===== config.mk =====
export PLATFORM = sky130hd
export DESIGN_NAME = tone_sequencer
export DESIGN_NICKNAME = d
export VERILOG_FILES = /design/src/rtl/tone_seq_pkg.sv /design/src/rtl/ce_divider.sv /design/src/rtl/tone_sequencer.sv
export SDC_FILE = /design/constraint.sdc
export NUM_CORES = 1
export LEC_CHECK = 0
export CORE_UTILIZATION = 50
export DETAILED_ROUTE_END_ITERATION = 6
export PLACE_DENSITY = 0.81
export SLEW_MARGIN = 40
export SYNTH_ARGS = -nofsm -noshare
export SYNTH_HDL_FRONTEND = slang
export SYNTH_HIERARCHICAL = 1
export SYNTH_SLANG_ARGS = --single-unit

===== constraint.sdc =====
create_clock -name clk -period 2.7 [get_ports clk]
set_input_delay 0.81 -clock clk [delete_from_list [all_inputs] [get_ports clk]]
set_output_delay 0.81 -clock clk [all_outputs]
set_load 0.1 [all_outputs]

===== src/rtl/tone_seq_pkg.sv =====
// Shared types and constants for the tone sequencer: FSM states, note table layout, default melody.
// Latency: none (declarations only).
// Backpressure: none (declarations only).
package tone_seq_pkg;

    typedef enum logic [1:0] {
        IDLE = 2'd0,
        PLAY = 2'd1,
        GAP  = 2'd2
    } state_t;

    localparam int INC_W      = 16;
    localparam int DUR_W      = 8;
    localparam int ENTRY_W    = INC_W + DUR_W;
    localparam int MELODY_CNT = 8;

    // Entry i lives at bits [i*ENTRY_W +: ENTRY_W] as {inc, dur}; the list below runs last note first.
    // Increments target C6..C7 at a 4.5 MHz strobe rate (inc = f * 65536 / 4.5e6).
    localparam logic [MELODY_CNT*ENTRY_W-1:0] MELODY = {
        16'd30, 8'd200,   // C7, held longest
        16'd29, 8'd100,   // B6
        16'd26, 8'd100,   // A6
        16'd23, 8'd100,   // G6
        16'd20, 8'd100,   // F6
        16'd19, 8'd100,   // E6
        16'd17, 8'd100,   // D6
        16'd15, 8'd100    // C6
    };

    // Mid-scale code for an unsigned sample of the given width.
    function automatic logic [15:0] mid_scale(input int w);
        mid_scale = 16'd1 << (w - 1);
    endfunction

endpackage


===== src/rtl/ce_divider.sv =====
// Sample-rate clock enable: counts 0..CE_DIV-1 continuously and pulses ce on the last count.
// Latency: ce is combinational from the counter register; first pulse CE_DIV-1 edges after reset release.
// Backpressure: none; free-running, shared by the sequencer and the modulator.
module ce_divider #(
    parameter int CE_DIV = 6
) (
    input  logic clk,
    input  logic rst,
    output logic ce
);

    localparam int CNT_W = (CE_DIV > 1) ? $clog2(CE_DIV) : 1;

    logic [CNT_W-1:0] r_cnt;
    logic             w_last;

    assign w_last = (r_cnt == CNT_W'(CE_DIV - 1));
    assign ce     = w_last;

    // Free-running modulo-CE_DIV counter.
    always_ff @(posedge clk or posedge rst) begin
        if (rst) begin
            r_cnt <= '0;
        end else if (w_last) begin
            r_cnt <= '0;
        end else begin
            r_cnt <= r_cnt + 1'b1;
        end
    end

endmodule


===== src/rtl/tone_sequencer.sv =====
// Plays the note table as a sawtooth, one unsigned sample per ce strobe; mid-scale when silent. Option macro: TONE_SEQ_ENVELOPE_EN.
// Latency: sample/sample_valid registered on the ce edge (one extra ce of lag with TONE_SEQ_ENVELOPE_EN).
// Backpressure: none; the consumer must take every strobe, which is why strobes continue in IDLE and GAP.
module tone_sequencer
    import tone_seq_pkg::*;
#(
    parameter int CE_DIV    = 6,
    parameter int SAMPLE_W  = 13,
    parameter int BEAT_DIV  = 4500,
    parameter int GAP_BEATS = 20,
    parameter int NOTE_CNT  = 8,
    parameter logic [NOTE_CNT*ENTRY_W-1:0] NOTE_TABLE = MELODY
) (
    input  logic                        clk,
    input  logic                        rst,
    input  logic                        start,
    input  logic                        loop_en,
    output logic [SAMPLE_W-1:0]         sample,
    output logic                        sample_valid,
    output logic                        busy,
    output logic [$clog2(NOTE_CNT)-1:0] note_idx
);

    localparam int IDX_W  = $clog2(NOTE_CNT);
    localparam int BEAT_W = (BEAT_DIV > 1) ? $clog2(BEAT_DIV) : 1;
    localparam int REM_W  = 16;
    localparam logic [SAMPLE_W-1:0] MID = SAMPLE_W'(mid_scale(SAMPLE_W));

    state_t             r_state;
    state_t             w_state_nx;
    logic               w_ce;
    logic [INC_W-1:0]   r_phase;
    logic [INC_W-1:0]   w_phase_nx;
    logic [BEAT_W-1:0]  r_beat;
    logic [REM_W-1:0]   r_remaining;
    logic [IDX_W-1:0]   r_note_idx;
    logic [IDX_W-1:0]   w_idx_nx;
    logic [INC_W-1:0]   w_inc;
    logic [DUR_W-1:0]   w_dur_nx;
    logic [REM_W-1:0]   w_dur_load;
    logic [SAMPLE_W-1:0] w_saw;
    logic               w_beat_tick;
    logic               w_seg_end;
    logic               w_last_note;
    logic               w_enter_play;
    logic               w_enter_gap;
    logic               w_advance;

    ce_divider #(.CE_DIV(CE_DIV)) u_ce_divider (
        .clk (clk),
        .rst (rst),
        .ce  (w_ce)
    );

    assign w_inc       = NOTE_TABLE[int'(r_note_idx)*ENTRY_W + DUR_W +: INC_W];
    assign w_dur_nx    = NOTE_TABLE[int'(w_idx_nx)*ENTRY_W +: DUR_W];
    assign w_dur_load  = (w_dur_nx == '0) ? REM_W'(1) : REM_W'(w_dur_nx);
    assign w_phase_nx  = r_phase + w_inc;
    assign w_saw       = w_phase_nx[INC_W-1 -: SAMPLE_W];
    assign w_beat_tick = (r_beat == BEAT_W'(BEAT_DIV - 1));
    assign w_seg_end   = w_ce && w_beat_tick && (r_remaining == REM_W'(1));
    assign w_last_note = (r_note_idx == IDX_W'(NOTE_CNT - 1));
    assign busy        = (r_state != IDLE);
    assign note_idx    = r_note_idx;

    // State register.
    always_ff @(posedge clk or posedge rst) begin
        if (rst) begin
            r_state <= IDLE;
        end else begin
            r_state <= w_state_nx;
        end
    end

    // Next-state logic; the end-of-segment decision is shared by PLAY (when GAP is skipped) and GAP.
    always_comb begin
        w_state_nx   = r_state;
        w_idx_nx     = r_note_idx;
        w_enter_play = 1'b0;
        w_enter_gap  = 1'b0;
        w_advance    = 1'b0;
        case (r_state)
            IDLE: begin
                if (start) begin
                    w_state_nx   = PLAY;
                    w_enter_play = 1'b1;
                    w_idx_nx     = '0;
                end
            end
            PLAY: begin
                if (w_seg_end) begin
                    if (GAP_BEATS != 0) begin
                        w_state_nx  = GAP;
                        w_enter_gap = 1'b1;
                    end else begin
                        w_advance = 1'b1;
                    end
                end
            end
            GAP: begin
                if (w_seg_end) begin
                    w_advance = 1'b1;
                end
            end
            default: w_state_nx = IDLE;
        endcase
        if (w_advance) begin
            if (!w_last_note) begin
                w_state_nx   = PLAY;
                w_enter_play = 1'b1;
                w_idx_nx     = r_note_idx + 1'b1;
            end else if (loop_en) begin
                w_state_nx   = PLAY;
                w_enter_play = 1'b1;
                w_idx_nx     = '0;
            end else begin
                w_state_nx = IDLE;
            end
        end
    end

    // Phase accumulator, beat and remaining-beat counters, current note index.
    always_ff @(posedge clk or posedge rst) begin
        if (rst) begin
            r_phase     <= '0;
            r_beat      <= '0;
            r_remaining <= '0;
            r_note_idx  <= '0;
        end else if (w_enter_play) begin
            r_phase     <= '0;
            r_beat      <= '0;
            r_remaining <= w_dur_load;
            r_note_idx  <= w_idx_nx;
        end else if (w_enter_gap) begin
            r_beat      <= '0;
            r_remaining <= REM_W'(GAP_BEATS);
        end else if (w_ce && (r_state != IDLE)) begin
            if (r_state == PLAY) begin
                r_phase <= w_phase_nx;
            end
            if (w_beat_tick) begin
                r_beat      <= '0;
                r_remaining <= r_remaining - 1'b1;
            end else begin
                r_beat <= r_beat + 1'b1;
            end
        end
    end

`ifdef TONE_SEQ_ENVELOPE_EN
    localparam int SW9 = SAMPLE_W + 9;
    localparam int MAX = (1 << SAMPLE_W) - 1;

    logic [7:0]            r_env;
    logic [7:0]            r_env_s1;
    logic [SAMPLE_W-1:0]   r_raw;
    logic signed [SW9-1:0] w_diff;
    logic signed [SW9-1:0] w_prod;
    logic signed [SW9-1:0] w_sum;
    logic [SAMPLE_W-1:0]   w_scaled;

    // Scale the staged sawtooth around mid-scale by env/256 and clamp to the sample range.
    always_comb begin
        w_diff = $signed(SW9'(r_raw)) - $signed(SW9'(MID));
        w_prod = w_diff * $signed(SW9'(r_env_s1));
        w_sum  = $signed(SW9'(MID)) + (w_prod >>> 8);
        w_scaled = w_sum[SAMPLE_W-1:0];
        if (w_sum < 0) begin
            w_scaled = '0;
        end else if (w_sum > $signed(SW9'(MAX))) begin
            w_scaled = '1;
        end
    end

    // Envelope: full at note start, one step down per beat, stops at zero.
    always_ff @(posedge clk or posedge rst) begin
        if (rst) begin
            r_env <= '0;
        end else if (w_enter_play) begin
            r_env <= 8'd255;
        end else if (w_ce && (r_state == PLAY) && w_beat_tick && (r_env != '0)) begin
            r_env <= r_env - 1'b1;
        end
    end

    // Two-stage sample path: stage the raw saw with the envelope it belongs to, then scale.
    always_ff @(posedge clk or posedge rst) begin
        if (rst) begin
            r_raw        <= MID;
            r_env_s1     <= '0;
            sample       <= MID;
            sample_valid <= 1'b0;
        end else begin
            sample_valid <= w_ce;
            if (w_ce) begin
                r_raw    <= (r_state == PLAY) ? w_saw : MID;
                r_env_s1 <= r_env;
                sample   <= w_scaled;
            end
        end
    end
`else
    // Sample register: new sawtooth value in PLAY, mid-scale otherwise, refreshed on every strobe.
    always_ff @(posedge clk or posedge rst) begin
        if (rst) begin
            sample       <= MID;
            sample_valid <= 1'b0;
        end else begin
            sample_valid <= w_ce;
            if (w_ce) begin
                sample <= (r_state == PLAY) ? w_saw : MID;
            end
        end
    end
`endif

endmodule


==> impl_table.tex <==
\begin{tabular}{lr}
\hline
Metric & Value \\
\hline
\multicolumn{2}{l}{\textbf{Run status}} \\
\quad Status & completed \\
\multicolumn{2}{l}{\textbf{Placement}} \\
\quad Placed cell count & between 500 and 600 \\
\quad GPL Wtd Cong & about 0.9 \\
\quad Input/output buffers & 21 \\
\quad Post-detail-place hpwl & around 5900 um \\
\quad Pre-CTS WS & -65.2 ps \\
\multicolumn{2}{l}{\textbf{Global route}} \\
\quad Initial antenna violation count & 0 \\
\quad Congestion Overflow GR & 0 \\
\quad Via count of the first global-routing pass & between 3,000 and 4,000 \\
\quad Global-route wire length before repair & roughly 14,000 um \\
\quad All-Layer GR Usage & 0.244 \\
\quad Largest net degree at the start of global routing & 28 \\
\multicolumn{2}{l}{\textbf{Logic synthesis}} \\
\quad Top FF cell, synth & sky130\_fd\_sc\_hd\_\_dfrtp\_1 \\
\quad Cell types with the largest area share after synthesis & sky130\_fd\_sc\_hd\_\_dfrtp\_1 (44\%), sky130\_fd\_sc\_hd\_\_ha\_1 (4.7\%), sky130\_fd\_sc\_hd\_\_a22o\_1 (4.2\%) \\
\quad Synthesized instance count & a little under 400 \\
\quad Mapped Area & $\sim$3700 um2 \\
\quad Yosys warning count & 6 \\
\quad Fraction of the yosys area taken by sequential cells & 0.452 \\
\quad Async set-reset flop share out of synthesis & 1.00 \\
\quad Post-synth net total & roughly 400 \\
\quad Largest area contributor in the synthesized netlist & sky130\_fd\_sc\_hd\_\_dfrtp\_1 \\
\quad Number of library cell types mapped by synthesis & between 60 and 70 \\
\quad Most repeated cell in the gate-level netlist after synthesis & sky130\_fd\_sc\_hd\_\_dfrtp\_1 \\
\quad Syn Area/Cell & approximately 9.6 um2 \\
\quad Flip-flop and latch count after synthesis & between 60 and 70 \\
\quad Number of flops mapped to enable cells by yosys & 0 \\
\quad Leading post-synthesis cells by instance count & sky130\_fd\_sc\_hd\_\_dfrtp\_1 (66), sky130\_fd\_sc\_hd\_\_nor2\_1 (41), sky130\_fd\_sc\_hd\_\_nand2\_1 (35) \\
\quad Area share of the largest cell type after synthesis & 0.445 \\
\multicolumn{2}{l}{\textbf{Timing}} \\
\quad Pin slew with the least headroom to its limit & 524 ps \\
\quad Slew margin rel. & 0.649 \\
\quad Hold Worst Slack & 495 ps \\
\quad Final critical-path required period & around 2700 ps \\
\quad Fmax & between 300 and 400 MHz \\
\quad Final setup violation count & 0 \\
\quad Portion of the clock cycle consumed by the worst path in the final layout & 0.992 \\
\quad Number of hold-slack violations in the final timing report & 0 \\
\quad Skew final & $\sim$13 ps \\
\quad Unrepaired setup endpoints after global routing & yes \\
\quad Setup TNS after final layout & 0 ps \\
\quad Max Transition Viols Final & 0 \\
\quad PnR worst setup slack & approximately 22 ps \\
\multicolumn{2}{l}{\textbf{Clock network}} \\
\quad H-tree depth & 3 \\
\quad Clock Root Buffer & sky130\_fd\_sc\_hd\_\_clkbuf\_8 \\
\quad Clock edge transition at the registers on the reported setup and hold paths & roughly 80 ps \\
\quad Worst skew pair latency & 360 ps \\
\quad Count of hold buffers inserted by post-cts repair & 0 \\
\quad Number of clock buffers inserted by TritonCTS & 9 \\
\quad Clock tree from TritonCTS & done \\
\quad \# clock sinks & 67 \\
\quad Maximum count of clock buffers along a single path & 2 \\
\multicolumn{2}{l}{\textbf{Final layout}} \\
\quad Share of final-layout standard cells stronger than drive strength 1 & 0.205 \\
\quad Final nets & 454 \\
\quad Final cell count without fillers & between 500 and 600 \\
\quad Total inserted antenna cells & 0 \\
\quad Signed area change from the synthesized netlist to the final layout & 21.1\% \\
\quad Final standard cell utilization of the core & 0.623 \\
\multicolumn{2}{l}{\textbf{Routing}} \\
\quad 1st-iter DRT viols & 298 \\
\quad WL/cell & approximately 16 um \\
\quad Number of detailed-route iterations in the first pass & 4 \\
\quad Remaining number of nets flagged by the antenna check after routing & 0 \\
\quad DRC violations left & 0 \\
\quad Average via count per standard cell & between 5 and 6 \\
\quad Total routed wirelength & about 8700 um \\
\quad Detailed-route via count & about 3,100 \\
\multicolumn{2}{l}{\textbf{Setup path}} \\
\quad Critical Path Sink Type & register \\
\quad Data arrival time of the critical path & about 2900 ps \\
\quad Endpoint required time on the critical path & approximately 3000 ps \\
\quad Class of the most critical setup path & reg -> reg \\
\quad Element type at the critical path start & register \\
\quad Critical-path maximum fanout & 6 \\
\multicolumn{2}{l}{\textbf{Floorplan}} \\
\quad Die Y & roughly 90 um \\
\quad Die area & 7770 um2 \\
\quad Core area & 7210 um2 \\
\quad Initial cell density of the core & 0.515 \\
\quad Width of the die & $\sim$90 um \\
\quad Top-Level Pins & 22 \\
\quad Floorplan row count & 31 \\
\multicolumn{2}{l}{\textbf{Pwr}} \\
\quad Worst voltage drop across the vdd grid & $\sim$0.44 mV \\
\quad Static Leak & $\sim$0.0020 uW \\
\quad Power per cell area & 861 nW/um2 \\
\multicolumn{2}{l}{\textbf{Run}} \\
\quad Maximum capacitance violations & 0 \\
\multicolumn{2}{l}{\textbf{Hold path}} \\
\quad Worst min path class & reg -> reg \\
\hline
\end{tabular}
-- path summary, 6_finish.rpt --
check | start | to | slack, ps | cells after the start
max | note_idx[1] | sample[5] | 20 | 11
min | sample[0] | sample[0] | 500 | 1
max reg2reg | note_idx[1] | sample[5] | 20 | 11
min reg2reg | sample[0] | sample[0] | 500 | 1
max in group asynchronous | rst | r_remaining[14] | 1220 | 3
min in group asynchronous | rst | u_ce_divider/r_cnt[2] | 660 | 2
-- power breakdown --
group          leakage [uW]  switching [uW]  internal (uW)
Sequential         0.000788             205           1200
Combinational       0.00109             995            444
Clock              0.000119             412            611
Total               0.00199            1610           2260
-- routing by layer --
metal  vias up  GRT usage  wire (um)
met5         -          0          0
met4         0      0.117        176
met3        16     0.0641        345
met2        77      0.394       4320
met1      1546      0.304       3830
li1       1509          -          -
-- what timing repair did --
item | 4_1_cts | 5_1_grt
resized for setup | 1 | 9
buffers inserted | 0 | 8
pin swaps | 0 | 11
cloned | 0 | 0
endpoints found under the setup margin | 4 | 13
-- worst max-delay path, stage by stage (launching register included) --
cell                      delay [ps]
sky130_fd_sc_hd__dfrtp_2         460
sky130_fd_sc_hd__inv_2            80
sky130_fd_sc_hd__buf_4           140
sky130_fd_sc_hd__ha_1            170
sky130_fd_sc_hd__mux2i_1         190
sky130_fd_sc_hd__ha_1            310
sky130_fd_sc_hd__nor2b_2         180
sky130_fd_sc_hd__o31a_1          300
sky130_fd_sc_hd__o21a_4          280
sky130_fd_sc_hd__buf_4           150
sky130_fd_sc_hd__xor2_1          130
sky130_fd_sc_hd__a22o_1          180
-- cells in the final DEF (no fill, tap or decap), types with 4 or more instances in the layout --
cell                        n
sky130_fd_sc_hd__buf_4     47
sky130_fd_sc_hd__a21oi_1   13
sky130_fd_sc_hd__or3_1      4
sky130_fd_sc_hd__and3_1     6
sky130_fd_sc_hd__ha_1      11
sky130_fd_sc_hd__nor3_1    10
sky130_fd_sc_hd__nand2b_1   5
sky130_fd_sc_hd__clkbuf_8   9
sky130_fd_sc_hd__nand4_1    4
sky130_fd_sc_hd__nand2_1   35
sky130_fd_sc_hd__a22o_1    18
sky130_fd_sc_hd__nor2_1    40
sky130_fd_sc_hd__xor2_1    11
sky130_fd_sc_hd__o21ai_0   11
sky130_fd_sc_hd__dfrtp_1   63
sky130_fd_sc_hd__a31oi_1    8
sky130_fd_sc_hd__o21ai_1   18
sky130_fd_sc_hd__nand3_1   10
sky130_fd_sc_hd__xnor2_1    9
sky130_fd_sc_hd__a21o_1     4
sky130_fd_sc_hd__inv_1     12
sky130_fd_sc_hd__mux2i_1    5
-- logic make-up after synthesis --
family,Yosys count,synth area share
adders and majority gates,15,0.0526
xor gates and xnor gates,22,0.0519
DFF,67,0.452
and+or+nand+nor,140,0.190
muxes,5,0.0135
buffers and inverters,30,0.0320
AOI/OAI and AO/OA,109,0.208
-- final cells by class --
class	count	area, um2
Multi-Input combinational cell	291	2000
Sequential cell	67	1680
Clock inverter	7	116
Clock buffer	9	124
Timing Repair Buffer	50	383
Inverter	16	62.6
Tap cell	99	124
Fill cell	561	2720
-- state kept, by name (all words and copies together), names as in the netlist --
register,count
note_idx,3
r_state,2
r_phase,16
sample_valid,1
r_remaining,16
u_ce_divider/r_cnt,3
r_beat,13
sample,13
-- metrics by stage --
| stage | cell area (um2) | total power [uW] |
|---|---|---|
| 2_1_floorplan | 3780 | 2510 |
| 3_3_place_gp | 4150 | 2750 |
| 3_5_place_dp | 4150 | 2790 |
| 4_1_cts | 4390 | 3820 |
| 5_1_grt | 4500 | 4060 |
| 6_report | 4500 | 3870 |
Note: power is estimated with default switching activity, not from simulation.
